## src/rtl/spi_burst_seq_pkg.sv

```systemverilog
// spi_burst_seq_pkg: FSM states, delay counter width and timing defaults for the burst sequencer
package spi_burst_seq_pkg;
  typedef enum logic [2:0] {S_IDLE, S_SETUP, S_LOAD, S_EXCH, S_WAIT, S_GAP, S_HOLD} state_t;
  localparam int DLY_W        = 16;
  localparam int DEF_CS_SETUP = 4;
  localparam int DEF_CS_HOLD  = 4;
  localparam int DEF_GAP      = 2;
  localparam int DEF_TIMEOUT  = 1024;
endpackage

```

## src/rtl/spi_burst_seq_delay.sv

```systemverilog
// spi_burst_seq_delay: loadable down-counter; expired is high during the last counted cycle
module spi_burst_seq_delay #(
  parameter int W = 16
) (
  input  logic         iclk,
  input  logic         irst,
  input  logic         start,
  input  logic [W-1:0] load,
  output logic         expired
);
  logic [W-1:0] cnt;
  // reload on start, otherwise count down and park at zero
  always_ff @(posedge iclk)
    if (irst) cnt <= '0;
    else if (start) cnt <= load;
    else if (cnt != '0) cnt <= cnt - W'(1);
  assign expired = cnt == W'(1);
endmodule

```

## src/rtl/spi_burst_seq.sv

```systemverilog
// spi_burst_seq: multi-byte burst sequencer in front of spi_ctrl; define SPI_BURST_TIMEOUT_EN for the WAIT watchdog and err output
module spi_burst_seq
  import spi_burst_seq_pkg::*;
#(
  parameter int BYTE     = 8,
  parameter int LEN_W    = 8,
  parameter int CS_SETUP = DEF_CS_SETUP,
  parameter int CS_HOLD  = DEF_CS_HOLD,
  parameter int GAP      = DEF_GAP,
  parameter int TIMEOUT  = DEF_TIMEOUT
) (
  input  logic             iclk,
  input  logic             irst,
  input  logic             cmd_valid,
  output logic             cmd_ready,
  input  logic [LEN_W-1:0] cmd_len,
  input  logic             cmd_msb_first,
  input  logic             cmd_keep_cs,
  input  logic [BYTE-1:0]  tx_data,
  input  logic             tx_valid,
  output logic             tx_ready,
  output logic [BYTE-1:0]  rx_data,
  output logic             rx_valid,
  output logic             done,
  output logic             busy,
`ifdef SPI_BURST_TIMEOUT_EN
  output logic             err,
`endif
  output logic             spi_select,
  output logic             spi_msb_lsb_sel,
  output logic             spi_exchange,
  output logic [BYTE-1:0]  spi_send_data,
  input  logic             spi_busy,
  input  logic             spi_ready,
  input  logic [BYTE-1:0]  spi_recv_data
);
`ifdef SPI_BURST_TIMEOUT_EN
  localparam bit WDOG = 1'b1;
`else
  localparam bit WDOG = 1'b0;
`endif
  state_t state, nxt;
  logic [LEN_W-1:0] rem;
  logic msb, keep, cs_held, accept, consume, hit, last, tmo, start, expired;
  logic [DLY_W-1:0] load;
  spi_burst_seq_delay #(.W(DLY_W)) u_dly (
    .iclk    (iclk),
    .irst    (irst),
    .start   (start),
    .load    (load),
    .expired (expired)
  );
  // state register
  always_ff @(posedge iclk) state <= irst ? S_IDLE : nxt;
  // next state, handshake strobes and delay reload on entry to a timed state
  always_comb begin
    accept  = state == S_IDLE && cmd_valid && cmd_ready;
    consume = state == S_LOAD && tx_valid;
    hit     = state == S_WAIT && spi_ready;
    last    = rem == '0;
    tmo     = WDOG && state == S_WAIT && !spi_ready && expired;
    nxt     = state;
    unique case (state)
      S_IDLE:  nxt = accept ? (cs_held ? S_LOAD : S_SETUP) : S_IDLE;
      S_SETUP: nxt = expired ? S_LOAD : S_SETUP;
      S_LOAD:  nxt = consume ? S_EXCH : S_LOAD;
      S_EXCH:  nxt = S_WAIT;
      S_WAIT:  nxt = hit ? (!last ? (GAP == 0 ? S_LOAD : S_GAP) : keep ? S_IDLE : S_HOLD) : tmo ? S_HOLD : S_WAIT;
      S_GAP:   nxt = expired ? S_LOAD : S_GAP;
      S_HOLD:  nxt = expired ? S_IDLE : S_HOLD;
      default: nxt = S_IDLE;
    endcase
    start = nxt != state && (nxt == S_SETUP || nxt == S_GAP || nxt == S_HOLD || (WDOG && nxt == S_WAIT));
    load  = nxt == S_SETUP ? DLY_W'(CS_SETUP) : nxt == S_GAP ? DLY_W'(GAP) : nxt == S_HOLD ? DLY_W'(CS_HOLD) : DLY_W'(TIMEOUT);
  end
  // registered outputs, burst context and chip-select ownership
  always_ff @(posedge iclk)
    if (irst) begin
      cmd_ready       <= 1'b0;
      tx_ready        <= 1'b0;
      busy            <= 1'b0;
      spi_exchange    <= 1'b0;
      rx_valid        <= 1'b0;
      done            <= 1'b0;
      rx_data         <= '0;
      spi_send_data   <= '0;
      spi_msb_lsb_sel <= 1'b1;
      spi_select      <= 1'b1;
      cs_held         <= 1'b0;
      rem             <= '0;
      msb             <= 1'b1;
      keep            <= 1'b0;
    end else begin
      cmd_ready    <= nxt == S_IDLE && !spi_busy;
      tx_ready     <= nxt == S_LOAD;
      busy         <= nxt != S_IDLE;
      spi_exchange <= state == S_EXCH;
      rx_valid     <= hit;
      done         <= (hit && last && keep) || (state == S_HOLD && expired);
      if (accept) begin
        rem        <= cmd_len;
        msb        <= cmd_msb_first;
        keep       <= cmd_keep_cs;
        spi_select <= 1'b0;
      end
      if (consume) begin
        spi_send_data   <= tx_data;
        spi_msb_lsb_sel <= msb;
      end
      if (hit) rx_data <= spi_recv_data;
      if (hit && !last) rem <= rem - LEN_W'(1);
      if (hit && last && keep) cs_held <= 1'b1;
      if (state == S_HOLD && expired) begin
        spi_select <= 1'b1;
        cs_held    <= 1'b0;
      end
    end
`ifdef SPI_BURST_TIMEOUT_EN
  // sticky watchdog flag, cleared by the next accepted command
  always_ff @(posedge iclk) err <= irst ? 1'b0 : tmo ? 1'b1 : accept ? 1'b0 : err;
`endif
endmodule
```

## config.mk

```make
export PLATFORM = sky130hd
export DESIGN_NAME = spi_burst_seq
export DESIGN_NICKNAME = d
export VERILOG_FILES = /design/src/rtl/spi_burst_seq_pkg.sv /design/src/rtl/spi_burst_seq_delay.sv /design/src/rtl/spi_burst_seq.sv
export SDC_FILE = /design/constraint.sdc
export NUM_CORES = 1
export LEC_CHECK = 0
export BUFFER_PORTS_ARGS = -buffer_cell sky130_fd_sc_hd__buf_4
export CORE_UTILIZATION = 45
export DETAILED_ROUTE_END_ITERATION = 7
export GPL_TIMING_DRIVEN = 0
export HOLD_SLACK_MARGIN = 0.15
export PLACE_DENSITY = 0.68
export SYNTH_ARGS = -nofsm -noshare
export SYNTH_HDL_FRONTEND = slang
export SYNTH_SLANG_ARGS = --single-unit
```

## constraint.sdc

```tcl
create_clock -name iclk -period 2.1 [get_ports iclk]
set_clock_uncertainty 0.1 [all_clocks]
set_input_delay 0.315 -clock iclk [delete_from_list [all_inputs] [get_ports iclk]]
set_output_delay 0.315 -clock iclk [all_outputs]
set_load 0.02 [all_outputs]
```

---- After elaboration in Yosys (flattened, before gate mapping) ----
Index checks and enable logic that the tools add are counted.
word-level totals
  bits in registers ....................... 54
  input bits .............................. 32
  output and inout port bits .............. 24
  word-level logic and storage cells ...... 70
operators by class
  $add $sub $neg .......................... 2
  eq/ne operators ......................... 12
  mux-type cells .......................... 17
  reduce and logical (&&, ||, !) cells .... 23
operators by type and width
  operator                                                                 count
  11-bit 2-to-1 mux                                                        3
  16-bit 2-to-1 mux                                                        2
  3-bit one-hot mux with 7 select lines                                    1
  16-bit by 1-bit equality test with 1-bit output (second input constant)  1
  8-bit 2-to-1 mux                                                         2
  16-bit nonzero test                                                      1
  16-bit by 1-bit subtractor with 16-bit output (second input constant)    1
  3-bit equality test (second input constant)                              5
  3-bit 2-to-1 mux                                                         5
  1-bit logical AND                                                        10
  3-bit by 2-bit equality test with 1-bit output (second input constant)   3
  8-bit zero test                                                          1
  8-bit by 1-bit subtractor with 8-bit output (second input constant)      1
  3-bit by 1-bit equality test with 1-bit output (second input constant)   2
  3-bit zero test                                                          2
  2-bit 2-to-1 mux                                                         3
  2-bit nonzero test                                                       2
  1-bit logical OR                                                         3
  3-bit inequality test                                                    1
  3-bit nonzero test                                                       1
  1-bit zero test                                                          2
  2-bit OR reduction                                                       1
  1-bit 2-to-1 mux                                                         1

---- Longest topological paths before layout ----
Gate-level depths: netlist of run 1.
  depth after elaboration ................. 10
  gate-level depth with buffers ........... 8
  mapped depth without buffers ............ 7

---- By module ----
Synthesis of run 1 repeated with hierarchy kept, for this count alone.
second synthesis, totals
  cell total of the unflattened synthesis .. 324
  area, all modules ....................... 2630.0 µm²
modules (own cells, without submodules)
  module               instances  cells each  area an instance (µm²)
  spi_burst_seq        1          209         1684.1
  spi_burst_seq_delay  1          115         945.9

---- Least setup slack after synthesis of run 1 ----
No wires, ideal clock.
  path type ............................... register -> register
  from .................................... register u_dly.cnt[1]
  to ...................................... register cmd_ready
  library setup time ...................... 117 ps
  arrival ................................. 1590 ps
  path slack .............................. 294 ps
  stages on the path, launching flop included .. 8
  path buffers ............................ 0
  path through ............................ dfxtp_1 inv_1 ha_1 nor4b_1 nand4_1 o32a_1 a21bo_1 and4b_1
on the way
  longest elaborated chain between the ends .. 5
ends and longest elaborated chain
  item                                                 line                       source
  from (decl)                                          spi_burst_seq_delay.sv:11  logic [W-1:0] cnt;
  from (signal assigned)                               spi_burst_seq_delay.sv:15  else if (start) cnt <= load;
  from (signal assigned)                               spi_burst_seq_delay.sv:16  else if (cnt != '0) cnt <= cnt - W'(1);
  16-bit by 1-bit equality test with 1-bit output (*)  spi_burst_seq_delay.sv:17  assign expired = cnt == W'(1);
  3-bit 2-to-1 mux, or another cell as far along       spi_burst_seq.sv:69        S_GAP: nxt = expired ? S_LOAD : S_GAP;
  3-bit one-hot mux with 7 select lines (*)            spi_burst_seq.sv:63        unique case (state)
  3-bit zero test (*)                                  spi_burst_seq.sv:94        cmd_ready <= nxt == S_IDLE && !spi_busy;
  1-bit logical AND (*)                                spi_burst_seq.sv:94
  to (signal assigned)                                 spi_burst_seq.sv:94
  to (decl)                                            spi_burst_seq.sv:15        output logic cmd_ready,
Every way passes the cells marked *; elsewhere a longest branch is shown, timed or not.
A chain may end at the register's enable or synchronous reset.

---- Worst setup path after layout of run 1 ----
  from .................................... register u_dly.cnt[4]
  to ...................................... register cmd_ready
Same word-level chain as after synthesis.

==> flow_metrics.py, run 1 <==
metrics = {
    "status": {
        "run_status": "completed",
    },
    "power_and_ir_drop": {
        "p_int_mw": 2.31,
        "comb_power_share_pct": 43.9,
        "pwr-share-seq_pct": 36.9,
        "netSwitchingPower_mw": 1.37,
        "p_sw_share_pct": 37.4,
        "p_leak_nw": 1.41,
        "ir_drop_mv": 0.463,
        "powerDensity_nw_per_um2": 1050,
        "clkPwrFrac_pct": 19.1,
    },
    "critical_path": {
        "slowest_stage": "nor4_4",
        "worstPathMaxFanout": 5,
        "reg2reg_from": "u_dly.cnt[4]$_SDFFE_PP0P_",
        "crit_type": "flop to flop",
        "worstPathArrival_ns": 2.14,
        "worstReg2RegEnd": "cmd_ready$_SDFF_PP0_",
        "crit_chain": "nor4_4 -> nand4_1 -> o32a_1 -> a21bo_1 -> and4b_1",
        "worst-path-stages": 5,
        "end_kind": "flop",
        "critPathRequiredTime_ns": 2.21,
        "reg2reg_depth": 5,
        "slowest_delay_ns": 0.48,
        "path_buf_inv": 0,
        "cp-start-kind": "flop",
        "ff2ff_setup_slack_ns": 0.07,
        "cp_top_family": "simple AND/OR/NAND/NOR gates",
    },
    "finish": {
        "nets": 426,
        "final_cell_area_um2": 3510,
        "instances_no_fill": 462,
        "utilization_pct": 63.3,
        "diodes": 0,
        "layout_common_cells": "64 x buf_4, 56 x nand2_1, 54 x dfxtp_1",
        "layout-drive-gt1-share_pct": 25.1,
        "area_growth_pct": 34.6,
        "final_common_cell": "buf_4",
    },
    "routing": {
        "post_drt_via_cell_ratio": 5.22,
        "drtPass1Iterations": 4,
        "post-route-drc-count": 0,
        "num_vias": 2413,
        "ant_nets": 0,
        "wirelength_um": 6150,
        "wl_per_cell_um": 13.3,
        "drtIter0Drc": 110,
    },
    "synthesis": {
        "synth-async-reset-ratio_pct": 0,
        "seq_area_frac_synth_pct": 41.5,
        "synth_fa_ha_area_share_pct": 2.40,
        "synth_compound_area_share_pct": 14.8,
        "synthFlopType": "dfxtp_1",
        "syn_avg_cell_area_um2": 8.68,
        "synth_edf_count": 0,
        "synth_top_family_by_area": "simple AND/OR/NAND/NOR gates",
        "ys_warn_count": 0,
        "synth.area.top_cells": "dfxtp_1 42%, nand2_1 8.1%, a21oi_1 6.0%",
        "synth_top_area_share_pct": 41.5,
        "synthXorXnorAreaFrac_pct": 4.71,
        "synthCells": 300,
        "mappedNetlistNets": 337,
        "yosys.area.top_type": "dfxtp_1",
        "muxShareOfSynthArea_pct": 0,
        "yosys_register_bits": 54,
        "synth.cell_area_um2": 2600,
        "yosys.area_share.simple_pct": 33.1,
        "yosysUniqueCellTypes": 51,
    },
    "clock_network": {
        "cts_buffers": 5,
        "clk_latency_ns": 0.31,
        "cts_tree": "yes",
        "ctsRootBufferMaster": "clkbuf_8",
        "path_clk_slew_ns": 0.10,
        "clkSinkCount": 54,
        "clockBufferDepth": 2,
        "htree_levels": 2,
    },
    "placement": {
        "port_buffers": 55,
        "dp_hpwl_um": 4140,
        "gp_congestion": 0.853,
        "dp.cells": 427,
        "place_area_um2": 3110,
    },
    "min_path": {
        "holdPathEnd": "rem[1]$_SDFFE_PP0P_",
        "hold_class": "input pin to flop",
        "hold_path_startpoint": "cmd_len[1]",
        "min_path_cells": 3,
    },
    "sta": {
        "finalCritPeriodShare_pct": 96.8,
        "holdWs_ns": 0.156,
        "slew_headroom_pct": 57.1,
        "worstMarginPinSlew_ns": 0.639,
        "final_max_slew_viol_count": 0,
        "clock.fmax_ghz": 0.492,
        "hold_viol": 0,
        "finalSetupViolCount": 0,
        "min_period_ns": 2.03,
    },
    "global_routing": {
        "antenna_found_initial": 0,
        "grt_pass1_vias": 2238,
        "grt-ovfl-total": 0,
        "grt_pass1_wl_um": 10200,
        "grt_usage_pct": 20.9,
        "grt_max_degree": 18,
    },
    "floorplan": {
        "coreArea_um2": 5540,
        "die_area_um2": 6090,
        "die_h_um": 78.1,
        "rows": 27,
        "die_width_um": 78.1,
        "start_util_pct": 47.0,
        "io_pins": 56,
    },
    "run": {
        "max_cap_viol_count": 0,
    },
}
cells in the mapped netlist (2+ instances only):
library cell / n
nand3_1: 12
a41oi_1: 2
clkbuf_1: 5
nand3b_1: 5
a21oi_2: 2
nor4_1: 3
and4_1: 2
a31oi_1: 6
and4b_1: 2
o211ai_1: 2
nand2_1: 56
xor2_1: 7
or2_0: 2
nor4_4: 4
a21oi_1: 31
nor3_1: 5
nor3b_2: 2
xnor2_1: 7
o31ai_1: 2
dfxtp_1: 54
nor4bb_1: 2
nor2b_1: 2
or4_1: 3
nand4_1: 4
nor4b_2: 2
buf_6: 2
buf_2: 5
nor2_1: 29
inv_1: 7
nor3_2: 2
o21ai_0: 3
a21o_1: 3
nand2b_1: 3
ha_1: 5
worst max path at each step:
stage                                   start                    endpoint  slack (ns)
floorplan           u_dly.cnt[1]$_SDFFE_PP0P_        cmd_ready$_SDFF_PP0_        0.29
global placement          state[1]$_SDFF_PP0_   u_dly.cnt[5]$_SDFFE_PP0P_        0.04
detailed placement        state[1]$_SDFF_PP0_  u_dly.cnt[10]$_SDFFE_PP0P_        0.01
CTS                 u_dly.cnt[0]$_SDFFE_PP0P_   u_dly.cnt[1]$_SDFFE_PP0P_       0.004
global route        u_dly.cnt[4]$_SDFFE_PP0P_        cmd_ready$_SDFF_PP0_       -0.01
finish              u_dly.cnt[4]$_SDFFE_PP0P_        cmd_ready$_SDFF_PP0_        0.07
repair_timing:
action / 4_1_cts / 5_1_grt
pin swaps: 1 / 4
hold buffers: 18 / 0
endpoints found under the setup margin: 8 / 16
endpoints found under the hold margin: 18 / 0
buffers inserted: 0 / 9
gates resized for setup: 1 / 4
kinds of logic (layout without fill, tap and decap cells):
family | Yosys count | after routing
and+or+nand+nor | 147 | 147
adders and majority gates | 5 | 5
AOI/OAI and AO/OA | 61 | 61
xor gates and xnor gates | 14 | 14
DFF | 54 | 54
buffers and inverters | 19 | 109
registers in the layout, summed over array words and instances, names as in the netlist, 3 cells and up:
register	cells
rx_data	8
state	3
rem	8
u_dly.cnt	16
spi_send_data	8
metrics by stage:
stage / total power [mW] / setup TNS, ns / setup slack (ns)
final: 3.68 / 0 / 0.0669
after global routing: 3.95 / -0.0109 / -0.0109
after CTS: 3.57 / 0 / 0.00408
after detailed placement: 2.82 / 0 / 0.0145
after global placement: 2.81 / 0 / 0.0360
after floorplan: 2.49 / 0 / 0.294
worst reg2reg max path, cell delays in order (launching register included):
cell and delay (ns):
dfxtp_1 0.38, nor4_4 0.49, nand4_1 0.29, o32a_1 0.29, a21bo_1 0.20, and4b_1 0.18
layout make-up:
| cell class | count | area (um^2) |
|---|---|---|
| Fill cell | 474 | 2030 |
| Multi-Input combinational cell | 227 | 1470 |
| Sequential cell | 54 | 1080 |
| Tap cell | 72 | 90.1 |
| Inverter | 7 | 26.3 |
| Clock inverter | 3 | 45.0 |
| Timing Repair Buffer | 82 | 661 |
| Clock buffer | 5 | 68.8 |
| Buffer | 12 | 66.3 |
layer usage:
metal  global-route usage [%]  vias up  wire, um
met2                     33.9       65      2750
met3                     3.37        6       307
li1                         -     1238         -
met4                     6.11        0        76
met5                        0        -         0
met1                     28.6     1104      3020
power by group through the flow:
stage               clock network (mW)  registers [mW]  logic [mW]
floorplan                            0            1.39        1.11
global placement                     0            1.37        1.44
detailed placement                   0            1.37        1.45
CTS                              0.730            1.35        1.49
global route                     0.767            1.39        1.80
finish                           0.703            1.36        1.62
(Power assumes the default switching activity.)
==> inputs of run 2 (changes only) <==
REMOVE_ABC_BUFFERS = 1   (was unset)
==> run 2 against run 1 <==
  * Largest power group unchanged
  * Critical path depth unchanged
  * Worst setup slack better by 0.012 ns
  * Design area down 4.4%
  * Non-clock buffer count down 17
  * Combinational power down 9%
  * Fmax up 0.61%
  * Register-to-register slack about the same
  * Die area unchanged
  * Total power down 6.4%
  * Count of clock-buffer cells in the layout up 1
==> flow_metrics.py, run 2 (synthesized netlist as in run 1, its figures left out) <==
metrics = {
    "global_routing": {
        "grt_max_degree": 41,
        "grt_usage_pct": 21.2,
        "grt_pass1_vias": 2175,
        "antenna_found_initial": 0,
        "grt-ovfl-total": 0,
        "grt_pass1_wl_um": 10300,
    },
    "sta": {
        "clock.fmax_ghz": 0.495,
        "finalSetupViolCount": 0,
        "worstMarginPinSlew_ns": 0.636,
        "hold_viol": 0,
        "holdWs_ns": 0.155,
        "min_period_ns": 2.02,
        "final_max_slew_viol_count": 0,
        "slew_headroom_pct": 57.3,
        "tns_ns": 0,
        "finalCritPeriodShare_pct": 96.2,
        "rsz0062_at_grt": "true",
    },
    "floorplan": {
        "die_h_um": 78.1,
        "die_width_um": 78.1,
        "die_area_um2": 6090,
        "coreArea_um2": 5540,
        "rows": 27,
        "io_pins": 56,
        "start_util_pct": 47.0,
    },
    "power_and_ir_drop": {
        "p_leak_nw": 1.33,
        "powerDensity_nw_per_um2": 1030,
        "ir_drop_mv": 0.440,
        "p_total_mw": 3.44,
    },
    "finish": {
        "area_growth_pct": 28.8,
        "diodes": 0,
        "regMostFlops": "u_dly.cnt",
        "layout-drive-gt1-share_pct": 24.2,
        "multi_input_area_um2": 1460,
        "layout_common_cells": "61 x buf_4, 56 x nand2_1, 52 x dfxtp_1",
        "fillers": 511,
        "register_area_um2": 1080,
        "nets": 409,
        "largest_reg_flops": 16,
        "final_common_cell": "buf_4",
    },
    "status": {
        "run_status": "completed",
    },
    "routing": {
        "post-route-drc-count": 0,
        "post_drt_via_cell_ratio": 5.34,
        "ant_nets": 0,
        "wirelength_um": 6200,
        "wl_per_cell_um": 14.0,
        "drtPass1Iterations": 4,
        "num_vias": 2370,
        "drtIter0Drc": 129,
    },
    "critical_path": {
        "end_kind": "flop",
        "critPathRequiredTime_ns": 2.24,
        "worstPathMaxFanout": 13,
        "crit_type": "flop to flop",
        "cp-start-kind": "flop",
        "reg2reg_depth": 5,
        "worstPathArrival_ns": 2.16,
    },
    "clock_network": {
        "clockBufferDepth": 2,
        "clk_latency_ns": 0.31,
        "htree_levels": 2,
        "clkSinkCount": 54,
        "cts_buffers": 5,
        "ctsRootBufferMaster": "clkbuf_8",
        "cts_tree": "yes",
        "path_clk_slew_ns": 0.09,
    },
    "placement": {
        "gp_congestion": 0.782,
        "dp_hpwl_um": 4050,
        "port_buffers": 55,
    },
    "run": {
        "max_cap_viol_count": 0,
    },
    "min_path": {
        "hold_class": "input pin to flop",
        "min_path_cells": 3,
    },
}
## run 2: timing repair
item	4_1_cts	5_1_grt
hold buffers	16	0
gates resized for setup	1	4
endpoints found under the hold margin	16	0
pin swaps	1	3
setup endpoints to repair	16	21
setup buffers	1	4
## run 2: final timing paths
check,startpoint,slack (ns),to
worst max-delay path,state[0]$_SDFF_PP0_,0.08,rem[3]$_SDFFE_PP0P_
worst min-delay path,spi_recv_data[7],0.16,rx_data[7]$_SDFFE_PP0N_
worst max register to register,state[0]$_SDFF_PP0_,0.08,rem[3]$_SDFFE_PP0P_
worst min register to register,rx_data[4]$_SDFFE_PP0N_,0.36,rx_data[4]$_SDFFE_PP0N_
## run 2: area by class of cell
cell class / instances / share of cell area, %
multi-input cells: 227 / 43.4
flip-flops and latches: 54 / 32.3
repair buffers: 77 / 18.4
well taps: 72 / 2.69
clock buffers: 6 / 2.16
inverters: 7 / 0.784
clock inverters: 1 / 0.224
## run 2: layer usage
layer	part of all wire, %	track usage, %
met5	0	0
met4	2.0	7.59
met3	3.9	3.95
met2	46	34.0
met1	48	28.5
## run 2: worst max-delay path, cell delays in order (launching register included)
cell and delay [ns]:
dfxtp_1 0.44, nand4bb_4 0.41, a21oi_2 0.41, nand3b_1 0.19, or2_0 0.24, a31oi_1 0.17
## run 2: through the flow
step | instance area (um^2) | cells | utilization (%) | setup WS (ns)
floorplan | 2540 | 288 | - | -0.161
global placement | 3040 | 415 | 54.9 | -0.955
detailed placement | 3050 | 416 | 55.1 | -0.0562
CTS | 3310 | 440 | 59.7 | 0.00895
global route | 3350 | 444 | 60.5 | -0.0637
finish | 3350 | 444 | 60.5 | 0.0791
## run 2: where the power goes
group | switching, mW | leakage [nW] | internal, mW
Sequential | 0.227 | 0.440 | 1.19
Combinational | 0.771 | 0.852 | 0.705
Clock | 0.326 | 0.0373 | 0.229
==> inputs of run 3 (changes only) <==
CORE_UTILIZATION = 54   (was 45)
PLACE_DENSITY = 0.79   (was 0.68)
==> run 3 against run 2 <==
  * Fmax grew 0.81%
  * Combinational power is essentially flat
  * Final cell count shrank 4.5%
  * Critical path depth grew 2
  * Register-to-register slack gained 0.02 ns
  * Die area shrank 16%
  * First-iteration DRC count grew 39%
  * Largest power group unchanged
  * Worst setup slack gained 0.016 ns
  * Sequential power is essentially flat
==> flow_metrics.py, run 3 (synthesized netlist as in run 1, its figures left out) <==
metrics = {
    "status": {
        "run_status": "completed",
    },
    "sta": {
        "worstMarginPinSlew_ns": 0.719,
        "final_max_slew_viol_count": 0,
        "slew_headroom_pct": 51.6,
        "hold_viol": 0,
        "tns_ns": 0,
        "post-route-worst-setup-slack_ns": 0.0953,
        "finalSetupViolCount": 0,
        "rsz0062_at_grt": "true",
        "clock.fmax_ghz": 0.499,
        "min_period_ns": 2.00,
        "finalCritPeriodShare_pct": 95.5,
    },
    "finish": {
        "layout_common_cells": "62 x buf_4, 56 x nand2_1, 53 x dfxtp_1",
        "fillers": 325,
        "diodes": 0,
        "area_growth_pct": 28.2,
        "layout-drive-gt1-share_pct": 24.7,
        "final_cell_area_um2": 3340,
        "utilization_pct": 74.1,
        "nets": 408,
        "register_area_um2": 1080,
        "regMostFlops": "u_dly.cnt",
        "final_common_cell": "buf_4",
        "largest_reg_flops": 16,
        "multi_input_area_um2": 1460,
    },
    "floorplan": {
        "start_util_pct": 57.8,
        "die_area_um2": 5100,
        "coreArea_um2": 4500,
        "die_width_um": 71.4,
        "io_pins": 56,
        "rows": 24,
        "die_h_um": 71.4,
    },
    "routing": {
        "wl_per_cell_um": 13.6,
        "post-route-drc-count": 0,
        "drtPass1Iterations": 4,
        "ant_nets": 0,
        "drtIter0Drc": 179,
        "num_vias": 2376,
        "post_drt_via_cell_ratio": 5.60,
        "wirelength_um": 5790,
    },
    "clock_network": {
        "cts_buffers": 5,
        "clkSinkCount": 54,
        "htree_levels": 2,
        "path_clk_slew_ns": 0.09,
        "cts_tree": "yes",
        "clockBufferDepth": 2,
        "clk_latency_ns": 0.30,
        "ctsRootBufferMaster": "clkbuf_8",
    },
    "critical_path": {
        "cp-start-kind": "flop",
        "path_buf_inv": 1,
        "critPathRequiredTime_ns": 2.17,
        "worstPathArrival_ns": 2.08,
        "cp_top_family": "compound AO/OA/AOI/OAI gates",
        "worstSetupStartpoint": "rem[0]$_SDFFE_PP0P_",
        "worstPathMaxFanout": 6,
        "crit_chain": "inv_1 -> ha_1 -> nor3b_2 -> a21o_2 -> o211ai_1 -> a21oi_1 -> a41oi_1",
        "end_kind": "flop",
        "reg2reg_from": "rem[0]$_SDFFE_PP0P_",
        "slowest_delay_ns": 0.40,
        "crit_type": "flop to flop",
        "slowest_stage": "nor3b_2",
    },
    "global_routing": {
        "grt_pass1_wl_um": 9060,
        "antenna_found_initial": 0,
        "grt_pass1_vias": 1941,
        "grt_max_degree": 41,
        "grt-ovfl-total": 0,
        "grt_usage_pct": 22.4,
    },
    "placement": {
        "dp_hpwl_um": 3740,
        "gp_congestion": 0.834,
        "place_ws_ns": -0.0177,
        "place_area_um2": 3030,
        "port_buffers": 55,
    },
    "min_path": {
        "hold_class": "input pin to flop",
        "hold_path_startpoint": "spi_recv_data[4]",
    },
    "run": {
        "max_cap_viol_count": 0,
    },
    "power_and_ir_drop": {
        "p_leak_nw": 1.34,
        "powerDensity_nw_per_um2": 1060,
        "ir_drop_mv": 0.589,
    },
}
-- run 3: changes by cell type in the layout (fill, tap and decap cells not counted), sizes merged --
cell and delta:
clkinv +1, dlygate4sd3 -2, buf +1
-- run 3: worst min-delay path: stages --
cell     delay (ns)
buf_4          0.11
nand2_1        0.05
a21oi_1        0.05
-- run 3: what timing repair did --
item                                    4_1_cts  5_1_grt
setup buffers                                 1        5
endpoints found under the hold margin        13        1
hold buffers                                 13        1
pin swaps                                     1        2
endpoints found under the setup margin       16       16
gates resized for setup                       1        4
-- run 3: per-stage QoR --
step | hold WS, ns | power, mW | std cells
6_report | 0.162 | 3.52 | 424
5_1_grt | 0.151 | 3.77 | 424
4_1_cts | 0.152 | 3.43 | 418
3_5_place_dp | 0.347 | 2.79 | 396
3_3_place_gp | 0.343 | 2.76 | 395
2_1_floorplan | 0.284 | 2.45 | 288
-- run 3: worst paths after layout --
check / endpoint / slack [ns] / depth (start not counted)
worst min-delay path: rx_data[4]$_SDFFE_PP0N_ / 0.16 / 3
worst min register to register: spi_send_data[7]$_SDFFE_PP0P_ / 0.36 / 2
worst max register to register: busy$_SDFF_PP0_ / 0.1 / 7
worst max-delay path: busy$_SDFF_PP0_ / 0.1 / 7
-- run 3: layer usage --
metal | up-vias | GRT usage [%] | wire, um
li1 | 1202 | - | -
met1 | 1108 | 31.5 | 2720
met2 | 60 | 34.5 | 2740
met3 | 6 | 6.05 | 276
met4 | 0 | 5.33 | 42
met5 | - | 0 | 0
-- run 3: power by group --
group          switching (mW)  internal (mW)  total, mW
registers               0.228           1.19       1.41
logic                   0.793          0.716       1.51
clock network           0.333          0.266      0.599
-- run 3: layout make-up --
type                            instances  share of cell area (%)
Inverter                                7                   0.787
Clock inverter                          2                   0.375
Timing Repair Buffer                   76                    18.1
Multi-Input combinational cell        227                    43.8
Sequential cell                        54                    32.4
Tap cell                               52                    1.95
Clock buffer                            6                    2.47
